==> src/rtl/i2c_byte_engine.sv <==
// I2C master byte engine: START, STOP, WRITE and READ commands, one at a time, on
// open-drain SCL/SDA. Each bit is four quarters, and each quarter lasts CLK_DIV clocks.
module i2c_byte_engine #(
  parameter int CLK_DIV = 125
) (
  input  logic       CLOCK_50,
  input  logic       rst_n,
  input  logic       cmd_valid,
  output logic       cmd_ready,
  input  logic [1:0] cmd_op,
  input  logic [7:0] cmd_data,
  input  logic       cmd_nack,
  output logic       rsp_valid,
  output logic [7:0] rsp_data,
  output logic       rsp_ack,
  output logic       rsp_err,
  output logic       busy,
  output logic       scl_oe,
  output logic       sda_oe,
  input  logic       sda_in
);

  localparam logic [1:0]  OP_START = 2'b00;
  localparam logic [1:0]  OP_STOP  = 2'b01;
  localparam logic [1:0]  OP_WRITE = 2'b10;
  localparam logic [1:0]  OP_READ  = 2'b11;
  localparam logic [11:0] DIV_LAST = 12'(CLK_DIV - 1);

  typedef enum logic [2:0] {IDLE, START, STOP, WBIT, WACK, RBIT, RACK} state_t;

  state_t      state_q, state_d;
  logic [11:0] div_q, div_d;
  logic [1:0]  qtr_q, qtr_d;
  logic [2:0]  bit_q, bit_d;
  logic [7:0]  data_q, data_d;
  logic        nack_q, nack_d;
  logic [7:0]  shift_q, shift_d;
  logic        ack_s_q, ack_s_d;
  logic        in_txn_q, in_txn_d;
  logic        err_pend_q, err_pend_d;
  logic        busy_q, busy_d;
  logic        cmd_ready_q, cmd_ready_d;
  logic        rsp_valid_q, rsp_valid_d;
  logic [7:0]  rsp_data_q, rsp_data_d;
  logic        rsp_ack_q, rsp_ack_d;
  logic        rsp_err_q, rsp_err_d;
  logic        scl_oe_q, scl_oe_d;
  logic        sda_oe_q, sda_oe_d;
  logic [1:0]  sync_q, sync_d;
  logic        qtr_end;
  logic        done;

  // NOTE: every variable gets a default first, so no path leaves one unassigned and no latch is inferred.
  always_comb begin
    state_d     = state_q;
    div_d       = div_q;
    qtr_d       = qtr_q;
    bit_d       = bit_q;
    data_d      = data_q;
    nack_d      = nack_q;
    shift_d     = shift_q;
    ack_s_d     = ack_s_q;
    in_txn_d    = in_txn_q;
    err_pend_d  = err_pend_q;
    busy_d      = busy_q;
    rsp_valid_d = 1'b0;
    rsp_data_d  = rsp_data_q;
    rsp_ack_d   = rsp_ack_q;
    rsp_err_d   = rsp_err_q;
    sync_d      = {sync_q[0], sda_in};
    done        = 1'b0;
    qtr_end     = (div_q == DIV_LAST);

    if (state_q == IDLE) begin
      if (err_pend_q) begin
        // A rejected command completes one cycle after accept and never touches the bus.
        err_pend_d  = 1'b0;
        busy_d      = 1'b0;
        rsp_valid_d = 1'b1;
        rsp_err_d   = 1'b1;
        rsp_data_d  = 8'h00;
        rsp_ack_d   = 1'b0;
      end else if (cmd_valid && cmd_ready_q) begin
        data_d  = cmd_data;
        nack_d  = cmd_nack;
        div_d   = '0;
        qtr_d   = '0;
        bit_d   = '0;
        shift_d = '0;
        ack_s_d = 1'b0;
        busy_d  = 1'b1;
        case (cmd_op)
          OP_START: state_d = START;
          OP_STOP:  if (in_txn_q) state_d = STOP; else err_pend_d = 1'b1;
          OP_WRITE: if (in_txn_q) state_d = WBIT; else err_pend_d = 1'b1;
          OP_READ:  if (in_txn_q) state_d = RBIT; else err_pend_d = 1'b1;
          default:  err_pend_d = 1'b1;
        endcase
      end
    end else begin
      div_d = qtr_end ? '0 : div_q + 12'd1;
      if (qtr_end) begin
        qtr_d = qtr_q + 2'd1;
        if (qtr_q == 2'd2) begin
          if (state_q == WACK) ack_s_d = sync_q[1];
          if (state_q == RBIT) shift_d = {shift_q[6:0], sync_q[1]};
        end
        if (qtr_q == 2'd3) begin
          case (state_q)
            START: begin in_txn_d = 1'b1; done = 1'b1; end
            STOP:  begin in_txn_d = 1'b0; done = 1'b1; end
            WBIT: begin
              bit_d = bit_q + 3'd1;
              if (bit_q == 3'd7) state_d = WACK;
            end
            RBIT: begin
              bit_d = bit_q + 3'd1;
              if (bit_q == 3'd7) state_d = RACK;
            end
            default: done = 1'b1;
          endcase
        end
      end
    end

    if (done) begin
      state_d     = IDLE;
      busy_d      = 1'b0;
      rsp_valid_d = 1'b1;
      rsp_err_d   = 1'b0;
      rsp_data_d  = (state_q == RACK) ? shift_q : 8'h00;
      rsp_ack_d   = (state_q == WACK) && ack_s_q;
    end

    cmd_ready_d = (state_d == IDLE) && !busy_d;
  end

  // Line levels are decoded from the next state so they are registered and glitch-free.
  always_comb begin
    scl_oe_d = scl_oe_q;
    sda_oe_d = sda_oe_q;
    case (state_d)
      IDLE: begin
        if (in_txn_d) begin
          scl_oe_d = 1'b1;
        end else begin
          scl_oe_d = 1'b0;
          sda_oe_d = 1'b0;
        end
      end
      START: begin
        case (qtr_d)
          2'd0:    sda_oe_d = 1'b0;
          2'd1:    begin scl_oe_d = 1'b0; sda_oe_d = 1'b0; end
          2'd2:    begin scl_oe_d = 1'b0; sda_oe_d = 1'b1; end
          default: begin scl_oe_d = 1'b1; sda_oe_d = 1'b1; end
        endcase
      end
      STOP: begin
        case (qtr_d)
          2'd0:    begin scl_oe_d = 1'b1; sda_oe_d = 1'b1; end
          2'd3:    begin scl_oe_d = 1'b0; sda_oe_d = 1'b0; end
          default: begin scl_oe_d = 1'b0; sda_oe_d = 1'b1; end
        endcase
      end
      WBIT: begin
        scl_oe_d = !qtr_d[1];
        sda_oe_d = ~data_d[3'd7 - bit_d];
      end
      RACK: begin
        scl_oe_d = !qtr_d[1];
        sda_oe_d = ~nack_d;
      end
      default: begin
        scl_oe_d = !qtr_d[1];
        sda_oe_d = 1'b0;
      end
    endcase
  end

  // NOTE: sequential state uses non-blocking assignments only, so every flop samples pre-edge values.
  always_ff @(posedge CLOCK_50 or negedge rst_n) begin
    if (!rst_n) begin
      state_q     <= IDLE;
      div_q       <= '0;
      qtr_q       <= '0;
      bit_q       <= '0;
      data_q      <= '0;
      nack_q      <= 1'b0;
      shift_q     <= '0;
      ack_s_q     <= 1'b0;
      in_txn_q    <= 1'b0;
      err_pend_q  <= 1'b0;
      busy_q      <= 1'b0;
      cmd_ready_q <= 1'b0;
      rsp_valid_q <= 1'b0;
      rsp_data_q  <= '0;
      rsp_ack_q   <= 1'b0;
      rsp_err_q   <= 1'b0;
      scl_oe_q    <= 1'b0;
      sda_oe_q    <= 1'b0;
      sync_q      <= 2'b11;
    end else begin
      state_q     <= state_d;
      div_q       <= div_d;
      qtr_q       <= qtr_d;
      bit_q       <= bit_d;
      data_q      <= data_d;
      nack_q      <= nack_d;
      shift_q     <= shift_d;
      ack_s_q     <= ack_s_d;
      in_txn_q    <= in_txn_d;
      err_pend_q  <= err_pend_d;
      busy_q      <= busy_d;
      cmd_ready_q <= cmd_ready_d;
      rsp_valid_q <= rsp_valid_d;
      rsp_data_q  <= rsp_data_d;
      rsp_ack_q   <= rsp_ack_d;
      rsp_err_q   <= rsp_err_d;
      scl_oe_q    <= scl_oe_d;
      sda_oe_q    <= sda_oe_d;
      sync_q      <= sync_d;
    end
  end

  assign cmd_ready = cmd_ready_q;
  assign rsp_valid = rsp_valid_q;
  assign rsp_data  = rsp_data_q;
  assign rsp_ack   = rsp_ack_q;
  assign rsp_err   = rsp_err_q;
  assign busy      = busy_q;
  assign scl_oe    = scl_oe_q;
  assign sda_oe    = sda_oe_q;

endmodule

==> config.mk <==
export PLATFORM = sky130hd
export DESIGN_NAME = i2c_byte_engine
export DESIGN_NICKNAME = d
export VERILOG_FILES = /design/src/rtl/i2c_byte_engine.sv
export SDC_FILE = /design/constraint.sdc
export NUM_CORES = 1
export LEC_CHECK = 0
export ABC_AREA = 1
export CORE_MARGIN = 2
export CORE_UTILIZATION = 46
export CTS_CLUSTER_DIAMETER = 120
export DETAILED_ROUTE_END_ITERATION = 6
export PLACE_DENSITY = 0.7
export SETUP_SLACK_MARGIN = 0.1
export SLEW_MARGIN = 25
export SYNTH_ARGS = -nofsm -noshare
export SYNTH_HDL_FRONTEND = slang
export SYNTH_SLANG_ARGS = --single-unit
==> constraint.sdc <==
create_clock -name CLOCK_50 -period 2 [get_ports CLOCK_50]
set_input_delay 0.5 -clock CLOCK_50 [delete_from_list [all_inputs] [get_ports CLOCK_50]]
set_output_delay 0.5 -clock CLOCK_50 [all_outputs]
set_load 0.01 [all_outputs]
# == After elaboration in Yosys (flattened, before gate mapping) ==
# Cells that the tools add are included.
# word_totals
reg_bits,57
in_bits,15
word_cells,157
# op_classes
n_addsub,4
order_cmp,1
eq_ne,24
mux,84
n_bitwise,2
n_reduce_logical,23
# op_table
operator,count
8-bit two-way mux,13
3-bit two-way mux,17
12-bit two-way mux,4
1-bit two-way mux,39
3-bit equality test (second input constant),5
12-bit by 1-bit adder with 12-bit output (second input constant),1
12-bit by 7-bit equality test with 1-bit output (second input constant),1
2-bit equality test (second input constant),6
3-bit by 2-bit equality test with 1-bit output (second input constant),4
3-bit case mux with 4 select lines,1
2-bit nonzero test,6
5-bit AND reduction,2
2-bit two-way mux,4
3-bit by 1-bit equality test with 1-bit output (second input constant),2
3-bit zero test,2
2-bit inequality test (second input constant),3
3-bit case mux with 2 select lines,1
2-bit OR reduction,3
1-bit case mux with 5 select lines,1
2-bit by 1-bit equality test with 1-bit output (second input constant),2
2-bit zero test,2
3-bit by 4-bit < comparator with 1-bit output (second input constant),1
1-bit case mux with 2 select lines,2
2-bit AND reduction,2
other kinds (10),14

# == Longest topological paths before layout ==
# Gate-level depths: netlist (run 1).
# depth
word_depth,11
ltp_mapped,15
mapped_depth_nobuf,15

# == Worst setup path after synthesis (run 1) ==
# Ideal clock, no wire load.
# synth_path
path_kind,register -> register
from,register div_q[0]
to,register sda_oe_q (netlist: sda_oe)
arrival_time_ps,2118
t_required_ps,1932
setup_slack_ps,-186
path_stages_with_launch,13
n_path_buf,0
path_cell_list,dfrtp_1 > inv_1 > ha_1 > nand3_1 > nor2_2 > nand3_4 > o22ai_1 > inv_1 > ha_1 > or2_2 > nor3_1 > nor2_1 > nand3_1
# synth_via
elab_cells_between_ends,29
cone_classes,1 x add/sub; 8 x eq/ne; 16 x mux; 1 x bitwise; 3 x reduce/logical
# synth_rtl
element,line,rtl
from (decl),32,"logic [11:0] div_q, div_d;"
from (signal assigned),205,div_q <= div_d;
12-bit by 7-bit equality test with 1-bit output *,72,qtr_end = (div_q == DIV_LAST);
2-bit two-way mux *,102,if (qtr_end) begin
2-bit two-way mux *,74,if (state_q == IDLE) begin
named net qtr_d[1],33,"logic [1:0] qtr_q, qtr_d;"
2-bit by 1-bit equality test with 1-bit output / 2-bit zero test (equally long branches),152,case (qtr_d)
2-bit OR reduction (no source line),-,
1-bit two-way mux,152,
1-bit case mux with 5 select lines *,142,case (state_d)
to (signal assigned),221,sda_oe_q <= sda_oe_d;
to (decl),48,"logic sda_oe_q, sda_oe_d;"
# The timed path passes the listed nets; every way through them passes the cells marked *. The select of a mux whose other input is x is not followed.
# A chain may end at the register's enable or synchronous reset.

# == Final worst setup path (run 1) ==
# layout_path
from,register div_q[1]
to,register sda_oe_q (netlist: sda_oe)
# Same word-level chain as after synthesis.

==> out/metrics.yaml, run 1 <==
netsw_mw: 1.88
syn-mean-instance-area_sq_um: 8.59
dp_hpwl_um: 5340
areal_power_density_over_the_cells_nw_per_um2: 1080
rsz0062_at_grt: "true"
cts_tree: "done"
finalMaxSlewViolations: 0
mappedNetlistNets: 413
layout.cells.most_common: "sky130_fd_sc_hd__nand2_1"
port_buffers: 29
clock_insertion_delay_worst_skew_ns: 0.34
via_count_of_the_first_global_routing_pass: 2751
crit_path_max_fanout: 3
routed-via-count: 2891
intPower_mw: 3.04
final_skew_ns: 0.00785
finalWorstPathRequiredPeriod_ns: 1.98
post_route_standard_cell_area_excluding_fillers_sq_um: 4580
detail-route-antenna-nets: 0
setup.worst_path.end_class: "flip-flop"
clk_pin_slew_ns: 0.07
outcome: "complete, no violations"
share_comb_of_total_power: 0.465
worstPathCellList: "inv_2 -> ha_4 -> nand2_4 -> nor2_4 -> and2_4 -> nand2_4 -> o21ai_4 -> inv_2 -> ha_4 -> or2_4 -> nor3_2 -> nor2_1 -> nand3_1"
synth_seq_area_share: 0.427
floorplan.io_pins: 30
power.switching_fraction: 0.382
antenna-diode-count: 0
cp_data_arrival_time_ns: 2.25
share_seq_of_total_power: 0.331
die_x_um: 89.3
synth_enable_flop_cells: 0
relSlewSlack: 0.793
synth.distinct_cells: 43
rr_endpoint: "sda_oe"
clock_sinks: 57
timing.hold.worst.class: "in2async"
finalSetupViolations: 0
worst_endpoint_required_time_ns: 2.27
drv_cap: 0
reg2reg_slack_ns: 0.02
asyncSetResetFlopFracSynth: 1.00
final_hold_viol_count: 0
grt_start_max_net_pins: 58
detail_route.vias_per_cell: 4.95
detail_route.iter0.violations: 114
antenna_found_initial: 0
yosysWarnings: 0
worst_setup_path_start_kind: "flip-flop"
vdd.ir_drop.worst_uv: 676
cts-root-buf: "sky130_fd_sc_hd__clkbuf_8"
dominantRegCellSynth: "sky130_fd_sc_hd__dfrtp_1"
clock_power_share: 0.204
synthCells: 389
detail_route.wirelength_um: 7520
die-area_sq_um: 7970
grtUsageTotal: 0.199
nNetsFinal: 504
cts-root-to-sink-buffers: 2
fmax_mhz: 506
drc_errors: 0
chipHeight_um: 89.3
final_layout_size_suffix_gt1_frac: 0.353
hold_slack_ns: 0.164
total_power_mw: 4.92
detailedRoute.firstPassIterationCount: 5
post_drt_wl_per_cell_um: 12.9
fillCellCount: 597
post-route-period-util: 0.989
area_growth_from_synthesis_to_layout_pct: 36.9
worst_pin_slew_ns: 0.308
leakagePower_nw: 2.10
htree_levels: 3
synth_seq_cells: 57
crit_path_category: "reg2reg"
syn-cell-area_sq_um: 3340
placedInstanceArea_sq_um: 4080
congestion_overflow_gr: 0
crit_path_largest_cell_delay_ns: 0.39
rows: 31
final_gp_congestion: 0.851
initial_utilization: 0.468
grt_pass1_wl_um: 12300
most-common-layout-cells: "sky130_fd_sc_hd__nand2_1, sky130_fd_sc_hd__dfrtp_1, sky130_fd_sc_hd__buf_4"
r2r.worst_path.cells: 13
fp.coreArea_sq_um: 7140
critPathSlowestCell: "sky130_fd_sc_hd__dfrtp_1"
cts_made_buffers: 9
rr_startpoint: "div_q[1]"
## power by group through the flow
stage	Clock, mW	Sequential, mW	Combinational (mW)
final	1.00	1.63	2.29
after global routing	1.09	1.66	2.53
after CTS	1.02	1.63	2.10
after detailed placement	0	1.65	1.94
after global placement	0	1.64	1.91
after floorplan	0	1.65	1.29
## critical path: cells and delay by family, from the launching register on
family	cells	cell delay (ns)
AOI/OAI and AO/OA	1	0.18
adders and majority gates	2	0.32
buffers and inverters	2	0.17
DFF	1	0.39
and+or+nand+nor	8	0.84
## synth_stat cells, types with 2 or more instances
cell type                   n  area (sq um)
sky130_fd_sc_hd__nand3_4    4          70.1
sky130_fd_sc_hd__inv_1     52           195
sky130_fd_sc_hd__o21ai_2    5          43.8
sky130_fd_sc_hd__nor2_4     2          22.5
sky130_fd_sc_hd__nand2_1   71           267
sky130_fd_sc_hd__buf_6      3          33.8
sky130_fd_sc_hd__xor2_1     2          17.5
sky130_fd_sc_hd__nand2_2    7          43.8
sky130_fd_sc_hd__nand4_1    7          43.8
sky130_fd_sc_hd__o22ai_1    3          18.8
sky130_fd_sc_hd__and2_1     2          12.5
sky130_fd_sc_hd__nand3_2    6          60.1
sky130_fd_sc_hd__inv_2      9          33.8
sky130_fd_sc_hd__o21ai_0   19          95.1
sky130_fd_sc_hd__ha_1       9           113
sky130_fd_sc_hd__or2_2      4          25.0
sky130_fd_sc_hd__a21oi_1    7          35.0
sky130_fd_sc_hd__nand2_4    7          78.8
sky130_fd_sc_hd__nor2_1    22          82.6
sky130_fd_sc_hd__o21ai_1   16          80.1
sky130_fd_sc_hd__or2_1      6          37.5
sky130_fd_sc_hd__nand4_2    3          37.5
sky130_fd_sc_hd__nand3_1   29           145
sky130_fd_sc_hd__nor2_8     3          60.1
sky130_fd_sc_hd__nor3_1    10          50.1
sky130_fd_sc_hd__dfstp_2    2          52.6
sky130_fd_sc_hd__a211oi_1   2          15.0
sky130_fd_sc_hd__dfrtp_1   55          1380
sky130_fd_sc_hd__nor2_2     8          50.1
## flip-flops by register name (all words and copies together) (netlist names), 2 cells and up
signal and cells:
bit_q 3, data_q 8, div_q 12, qtr_q 2, rsp_data 8, shift_q 8, state_q 3, sync_q 2
## layout make-up
type	count	area, sq um	share of cell area
Inverter	63	245	0.0536
Clock buffer	13	169	0.0369
Sequential cell	57	1430	0.313
Clock inverter	3	15.0	0.00328
Tap cell	99	124	0.0271
Timing Repair Buffer	87	798	0.174
Multi-Input combinational cell	262	1790	0.392
## stage by stage
step	setup TNS [ns]	util	cells	setup WS, ns
floorplan	0	-	389	0.104
global placement	-3.37	0.572	551	-0.281
detailed placement	-4.17	0.572	551	-0.320
CTS	0	0.612	576	0.0443
global route	-0.178	0.641	584	-0.103
finish	0	0.641	584	0.0229
## cells by family after synthesis
logic type / Yosys count / share of synthesized area
compound gates: 57 / 0.101
xor+xnor: 2 / 0.00524
fa+ha+maj: 9 / 0.0337
buf+inv: 70 / 0.0962
flops: 57 / 0.427
simple gates: 194 / 0.337
## what timing repair did
item	4_1_cts	5_1_grt
setup buffers	9	7
pin swaps	8	16
hold buffers	0	0
setup endpoints to repair	7	22
cloned	0	1
resized for setup	10	34
## worst max path at each step
stage,from,end,cells past startpoint
after CTS,div_q[0],sda_oe,12
after floorplan,div_q[1],sda_oe,13
after global routing,div_q[1],sda_oe,16
final,div_q[1],sda_oe,13
after global placement,cmd_valid,sda_oe,13
after detailed placement,cmd_valid,scl_oe,13
## metal layers
metal / wire [um] / GRT usage / vias up / part of all wire
met4: 86 / 0.0814 / 0 / 0.011
li1: - / - / 1440 / -
met3: 244 / 0.0360 / 9 / 0.032
met5: 0 / 0 / - / 0
met1: 3380 / 0.253 / 1388 / 0.45
met2: 3800 / 0.333 / 54 / 0.51
(Power assumes the default switching activity.)
==> run 2, diff against run 1 <==
--- a/config.mk
+++ b/config.mk
@@ -10,7 +10,7 @@
 export CORE_UTILIZATION = 46
 export CTS_CLUSTER_DIAMETER = 120
 export DETAILED_ROUTE_END_ITERATION = 6
-export PLACE_DENSITY = 0.7
+export PLACE_DENSITY = 0.67
 export SETUP_SLACK_MARGIN = 0.1
 export SLEW_MARGIN = 25
 export SYNTH_ARGS = -nofsm -noshare
==> constraint.sdc (replaced) <==
create_clock -name CLOCK_50 -period 2.4 [get_ports CLOCK_50]
set_input_delay 0.6 -clock CLOCK_50 [delete_from_list [all_inputs] [get_ports CLOCK_50]]
set_output_delay 0.6 -clock CLOCK_50 [all_outputs]
set_load 0.01 [all_outputs]
==> run 2 against run 1 <==
Against the previous run: total power decreased by 23%; fmax decreased by 7.3%; global-route usage increased by 0.60 points; register-to-register slack improved by 0.24 ns; critical path depth increased by 1; clock power decreased by 10%; non-clock buffer count decreased by 31; final area decreased by 9.6%; via count decreased by 4.8%; cell count decreased by 5.3%; combinational power decreased by 34%; highest routed layer unchanged.
==> out/metrics.yaml, run 2 (synthesis gave the netlist of run 1 again) <==
setup.worst_path.end_class: "flip-flop"
cts-root-to-sink-buffers: 2  # unchanged
crit_path_category: "reg2reg"
clock_sinks: 57  # unchanged
rows: 31  # unchanged
antenna_found_initial: 0  # unchanged
finalMaxSlewViolations: 0  # unchanged
hold_slack_ns: 0.130  # -0.0343 ns
leakagePower_nw: 1.93  # -8.1%
clk_pin_slew_ns: 0.07  # about the same
die_x_um: 89.3  # unchanged
outcome: "complete, no violations"
grtUsageTotal: 0.205  # +0.00604
cts_hold_buf: 0  # unchanged
worst_pin_slew_ns: 0.376  # +0.0678 ns
detail_route.wirelength_um: 7310  # -2.8%
dp_hpwl_um: 5230  # -1.9%
htree_levels: 3  # unchanged
area_growth_from_synthesis_to_layout_pct: 23.7
congestion_overflow_gr: 0  # unchanged
finalSetupViolations: 0  # unchanged
initial_utilization: 0.468  # unchanged
postLayoutCoreUtil: 0.580  # -0.0615
drc_errors: 0  # unchanged
detail_route.iter0.violations: 151  # +32%
port_buffers: 29  # unchanged
via_count_of_the_first_global_routing_pass: 2648  # -3.7%
timing.hold.worst.class: "in2async"
final_layout_size_suffix_gt1_frac: 0.269  # -0.0839
relSlewSlack: 0.749  # -0.0441
layout.cells.most_common: "sky130_fd_sc_hd__nand2_1"
grt_start_max_net_pins: 29  # -50%
areal_power_density_over_the_cells_nw_per_um2: 918  # -15%
cts-root-buf: "sky130_fd_sc_hd__clkbuf_8"
layout.cells.non_filler: 553  # -5.3%
detail_route.vias_per_cell: 4.98  # +0.53%
floorplan.io_pins: 30  # unchanged
cts_made_buffers: 9  # unchanged
routed-via-count: 2752  # -4.8%
multi_input_area_sq_um: 1630  # -8.9%
nNetsFinal: 473  # -6.2%
final_hold_viol_count: 0  # unchanged
fmax_mhz: 469  # -7.3%
drv_cap: 0  # unchanged
die-area_sq_um: 7970  # unchanged
antenna-diode-count: 0  # unchanged
final_gp_congestion: 0.904  # +6.2%
detailedRoute.firstPassIterationCount: 4  # -1
worst_setup_path_start_kind: "flip-flop"
register_area_sq_um: 1430  # about the same
grt_pass1_wl_um: 12400  # +0.45%
largest-register: "div_q"
largest_reg_flops: 12  # unchanged
most-common-layout-cells: "sky130_fd_sc_hd__nand2_1, sky130_fd_sc_hd__dfrtp_1, sky130_fd_sc_hd__inv_1"
finalWorstPathRequiredPeriod_ns: 2.13  # +0.157 ns
worst_endpoint_required_time_ns: 2.68  # +0.41 ns
chipHeight_um: 89.3  # unchanged
post-route-period-util: 0.889  # -0.0995
fp.coreArea_sq_um: 7140  # unchanged
total_power_mw: 3.80  # -23%
final_skew_ns: 0.0161  # +0.00820 ns
post_drt_wl_per_cell_um: 13.2  # +2.7%
dpl.cell_count: 529  # -4.0%
setup-tns-final_ns: 0  # unchanged
cts_tree: "done"
clock_insertion_delay_worst_skew_ns: 0.35  # about the same
vdd.ir_drop.worst_uv: 588  # -13%
crit_path_max_fanout: 4  # +1
detail-route-antenna-nets: 0  # unchanged
cp_data_arrival_time_ns: 2.41  # +0.16 ns
rsz0062_at_grt: "false"
fillCellCount: 657  # +10%
run 2: cell count changes in the layout (fill, tap and decap cells not counted), sizes merged:
cell / previous run / this run
buf: 58 / 28
clkbuf: 14 / 9
bufinv: 0 / 1
clkinv: 4 / 5
clkinvlp: 0 / 1
inv: 62 / 63
run 2: area by class of cell:
type | count | share of cell area
Multi-Input combinational cell | 262 | 0.395
Clock buffer | 9 | 0.0299
Clock inverter | 7 | 0.0169
Timing Repair Buffer | 56 | 0.124
Tap cell | 99 | 0.0299
Inverter | 63 | 0.0581
Sequential cell | 57 | 0.346
run 2: where the power goes:
part | internal, mW | switching (mW)
clock network | 0.478 | 0.418
registers | 1.21 | 0.162
logic | 0.628 | 0.896
run 2: critical path: stages, from the launching register on:
cell                      delay, ns
sky130_fd_sc_hd__dfrtp_1       0.39
sky130_fd_sc_hd__inv_2         0.11
sky130_fd_sc_hd__ha_4          0.15
sky130_fd_sc_hd__nand2_1       0.06
sky130_fd_sc_hd__nor2_2        0.10
sky130_fd_sc_hd__and2_4        0.17
sky130_fd_sc_hd__nand2_4       0.06
sky130_fd_sc_hd__o21ai_0       0.07
sky130_fd_sc_hd__o21ai_1       0.10
sky130_fd_sc_hd__buf_4         0.14
sky130_fd_sc_hd__ha_1          0.18
sky130_fd_sc_hd__or2_2         0.30
sky130_fd_sc_hd__nor3_2        0.10
sky130_fd_sc_hd__nor2_1        0.07
sky130_fd_sc_hd__nand3_1       0.08
run 2: stage by stage:
| step | setup WS [ns] | cell area, sq um |
|---|---|---|
| 2_1_floorplan | 0.214 | 3340 |
| 3_3_place_gp | -0.113 | 3840 |
| 3_5_place_dp | -0.155 | 3840 |
| 4_1_cts | 0.112 | 4050 |
| 5_1_grt | 0.120 | 4140 |
| 6_report | 0.266 | 4140 |
run 2: metal layers:
layer / up-vias / track usage / share of wire
met5: - / 0 / 0
met4: 0 / 0.0719 / 0.022
met3: 17 / 0.0609 / 0.048
met2: 60 / 0.331 / 0.48
met1: 1291 / 0.262 / 0.45
li1: 1384 / - / -
run 2: path summary, 6_finish.rpt:
kind,startpoint,end,slack (ns),depth (start not counted)
worst min-delay path,rst_n,shift_q[3],0.13,1
min in group CLOCK_50,sync_q[0],sync_q[1],0.36,0
worst min register to register,sync_q[0],sync_q[1],0.36,0
worst max-delay path,div_q[0],sda_oe,0.27,14
worst max register to register,div_q[0],sda_oe,0.27,14
max in group asynchronous,rst_n,busy,1.71,2
run 2: repair_timing:
item | 4_1_cts | 5_1_grt
endpoints found under the setup margin | 1 | 2
resized for setup | 5 | 11
buffers inserted | 0 | 8
hold endpoints to repair | 0 | 0
pin swaps | 0 | 3
==> run 3, diff against run 2 <==
--- a/config.mk
+++ b/config.mk
@@ -5,12 +5,13 @@
 export SDC_FILE = /design/constraint.sdc
 export NUM_CORES = 1
 export LEC_CHECK = 0
-export ABC_AREA = 1
 export CORE_MARGIN = 2
 export CORE_UTILIZATION = 46
 export CTS_CLUSTER_DIAMETER = 120
+export CTS_CLUSTER_SIZE = 24
 export DETAILED_ROUTE_END_ITERATION = 6
-export PLACE_DENSITY = 0.67
+export GPL_ROUTABILITY_DRIVEN = 1
+export PLACE_DENSITY = 0.68
 export SETUP_SLACK_MARGIN = 0.1
 export SLEW_MARGIN = 25
 export SYNTH_ARGS = -nofsm -noshare
==> run 3 against run 2 <==
Against the previous run: the run now ends with setup timing left; clock skew is 0.0069 ns lower; fmax is 28% lower; die area decreased by 14%; clock power is 7.1% higher; cell count shrank 16%; combinational power is 9% lower; count of clock-buffer cells in the layout increased by 4; wire length is 0.29% higher; largest power group unchanged.
==> out/metrics.yaml, run 3 <==
detail_route.vias_per_cell: 5.59  # +12%
critPathSlowestCell: "sky130_fd_sc_hd__or4_1"
chipHeight_um: 83.0  # -7.0%
fmax_mhz: 337  # -28%
syn-mean-instance-area_sq_um: 10.4  # +21%
outcome: "finished, violations left"
fp.coreArea_sq_um: 5990  # -16%
multi_input_area_sq_um: 1550  # -5.3%
detail_route.wirelength_um: 7330  # +0.29%
cts-root-buf: "sky130_fd_sc_hd__clkbuf_8"
synth_seq_area_share: 0.498  # +0.0704
congestion_overflow_gr: 0  # unchanged
finalMaxSlewViolations: 0  # unchanged
relSlewSlack: 0.578  # -0.172
grt.busiest_layer: "met2"
final_hold_viol_count: 0  # unchanged
register_area_sq_um: 1430  # -0.17%
layout.cells.most_common: "sky130_fd_sc_hd__buf_4"
synth_area_leaders: "sky130_fd_sc_hd__dfrtp_1, sky130_fd_sc_hd__a22o_1, sky130_fd_sc_hd__o21ai_0"
cp_data_arrival_time_ns: 3.18  # +0.77 ns
setup-tns-final_ns: -5.27  # -5.27 ns
routed-via-count: 2584  # -6.1%
r2r.worst_path.cells: 10  # -4
die_x_um: 83.0  # -7.0%
detail_route.iter0.violations: 108  # -28%
global_route.usage.met1: 0.286  # +0.0241
most-common-layout-cells: "sky130_fd_sc_hd__buf_4, sky130_fd_sc_hd__dfrtp_1, sky130_fd_sc_hd__clkdlybuf4s50_1"
synth_enable_flop_cells: 0  # unchanged
rr_startpoint: "div_q[0]"
areal_power_density_over_the_cells_nw_per_um2: 850  # -7.4%
groute.layer.met2.usage: 0.362  # +0.0309
dp_hpwl_um: 4980  # -4.9%
clock_insertion_delay_worst_skew_ns: 0.35  # about the same
violations: "setup timing"
final_gp_congestion: 0.873  # -3.4%
htree_levels: 3  # unchanged
finalWorstPathRequiredPeriod_ns: 2.96  # +0.831 ns
worst_endpoint_required_time_ns: 2.62  # -0.06 ns
grt.met3_usage: 0.0497  # -0.0112
rsz0062_at_grt: "true"
post_drt_wl_per_cell_um: 15.9  # +20%
worst_pin_slew_ns: 0.629  # +0.253 ns
worst_setup_path_start_kind: "flip-flop"
yosysWarnings: 0  # unchanged
dominantRegCellSynth: "sky130_fd_sc_hd__dfrtp_1"
crit_path_category: "reg2reg"
floorplan.io_pins: 30  # unchanged
grt_pass1_wl_um: 12300  # -0.44%
largest-register: "div_q"
final_layout_size_suffix_gt1_frac: 0.380  # +0.111
vdd.ir_drop.worst_uv: 464  # -21%
drv_cap: 0  # unchanged
nNetsFinal: 407  # -14%
reg2reg_slack_ns: -0.56  # -0.83 ns
post-route-worst-setup-slack_ns: -0.565  # -0.831 ns
antenna_found_initial: 0  # unchanged
synth_seq_cells: 57  # unchanged
postLayoutCoreUtil: 0.712  # +0.132
cts_hold_buf: 0  # unchanged
clk_pin_slew_ns: 0.06  # about the same
synth.largest_area_cell: "sky130_fd_sc_hd__dfrtp_1"
die-area_sq_um: 6890  # -14%
detailedRoute.firstPassIterationCount: 4  # unchanged
synthMostInstantiatedCell: "sky130_fd_sc_hd__dfrtp_1"
fillCellCount: 439  # -33%
timing.hold.worst.class: "in2async"
largest_reg_flops: 12  # unchanged
cts-root-to-sink-buffers: 2  # unchanged
final_skew_ns: 0.00915  # -0.00691 ns
asyncSetResetFlopFracSynth: 1.00  # unchanged
drc_errors: 0  # unchanged
post-route-period-util: 1.24  # +0.346
synth.distinct_cells: 51  # +19%
clock_sinks: 57  # unchanged
initial_utilization: 0.479  # +0.0107
preCtsSetupSlack_ns: -0.526  # -0.372 ns
area_growth_from_synthesis_to_layout_pct: 48.6
cp.buffers_inverters: 2  # unchanged
antenna-diode-count: 0  # unchanged
leakagePower_nw: 1.94  # +0.82%
grtUsageTotal: 0.224  # +0.0191
worstPathCellList: "inv_2 -> ha_4 -> or4b_4 -> buf_12 -> nor4_4 -> mux2_4 -> a31oi_4 -> or4_1 -> a211oi_1 -> or4_1"
cts_tree: "done"
rows: 28  # -9.7%
crit_path_max_fanout: 5  # +1
rr_endpoint: "sda_oe"
mappedNetlistNets: 300  # -27%
port_buffers: 29  # unchanged
cts_made_buffers: 9  # unchanged
post-synth-top-area-fraction: 0.480  # +0.0678
worst_path_dominant_cell_family: "simple AND/OR/NAND/NOR gates"
crit_path_largest_cell_delay_ns: 0.51  # +0.12 ns
worst_path_most_repeated_cell: "sky130_fd_sc_hd__or4_1"
via_count_of_the_first_global_routing_pass: 2575  # -2.8%
synth.cells.most_frequent: "sky130_fd_sc_hd__dfrtp_1, sky130_fd_sc_hd__o21ai_0, sky130_fd_sc_hd__a22o_1, sky130_fd_sc_hd__nand2_1, sky130_fd_sc_hd__nor2_1"
grt_start_max_net_pins: 58  # +100%
syn-cell-area_sq_um: 2870  # -14%
synthCells: 276  # -29%
detail-route-antenna-nets: 0  # unchanged
finalSetupViolations: 24  # +24
setup.worst_path.end_class: "flip-flop"
run 3: cell count changes after synthesis, moves of 10 or more:
cell / delta
sky130_fd_sc_hd__a22o_1: +18
sky130_fd_sc_hd__inv_1: -42
sky130_fd_sc_hd__mux2_2: +10
sky130_fd_sc_hd__nand2_1: -53
sky130_fd_sc_hd__nand3_1: -20
sky130_fd_sc_hd__o21ai_1: -15
run 3: cells by family (layout without fill, tap and decap cells):
family	after synthesis	after routing	share of synthesized area
compound gates	81	81	0.195
xor+xnor	6	6	0.0183
fa+ha+maj	9	9	0.0392
buf+inv	21	131	0.0283
flops	57	57	0.498
mux	13	13	0.0497
simple gates	89	90	0.172
run 3: worst reg2reg max path: stages (launching register included):
cell	delay (ns)
sky130_fd_sc_hd__dfrtp_1	0.39
sky130_fd_sc_hd__inv_2	0.09
sky130_fd_sc_hd__ha_4	0.13
sky130_fd_sc_hd__or4b_4	0.48
sky130_fd_sc_hd__buf_12	0.15
sky130_fd_sc_hd__nor4_4	0.26
sky130_fd_sc_hd__mux2_4	0.35
sky130_fd_sc_hd__a31oi_4	0.26
sky130_fd_sc_hd__or4_1	0.18
sky130_fd_sc_hd__a211oi_1	0.05
sky130_fd_sc_hd__or4_1	0.51
run 3: metrics by stage:
step / cells / hold WS [ns] / area, sq um / power, mW
finish: 462 / 0.235 / 4260 / 3.62
global route: 462 / 0.271 / 4260 / 3.83
CTS: 457 / 0.253 / 4140 / 3.52
detailed placement: 433 / 0.347 / 3750 / 2.41
global placement: 433 / 0.347 / 3750 / 2.38
floorplan: 276 / 0.304 / 2920 / 1.90
run 3: worst max path at each step:
stage	from	endpoint	slack, ns	cells past startpoint
floorplan	div_q[0]	sda_oe	-0.46	9
global placement	div_q[0]	scl_oe	-0.51	9
detailed placement	div_q[0]	scl_oe	-0.53	9
CTS	div_q[0]	sda_oe	-0.55	9
global route	div_q[0]	sda_oe	-0.65	10
finish	div_q[0]	sda_oe	-0.56	10
run 3: cell type report:
type,instances,share of cell area
Multi-Input combinational cell,199,0.363
Sequential cell,57,0.335
Timing Repair Buffer,106,0.220
Clock buffer,13,0.0420
Tap cell,75,0.0220
Inverter,10,0.00998
Clock inverter,2,0.00822
run 3: per-layer routing:
layer  vias to the layer above  wire length, um
li1                       1243                -
met1                      1267             3270
met2                        58             3580
met3                        16              299
met4                         0              180
met5                         -                0
run 3: what timing repair did:
| item | 4_1_cts | 5_1_grt |
|---|---|---|
| endpoints found under the setup margin | 25 | 37 |
| resized for setup | 30 | 38 |
| cloned | 1 | 1 |
| buffers inserted | 9 | 5 |
| pin swaps | 22 | 5 |
run 3: report_power, final:
group | internal [mW] | switching, mW | total [mW]
clock network | 0.585 | 0.375 | 0.960
logic | 0.729 | 0.664 | 1.39
registers | 1.17 | 0.104 | 1.27
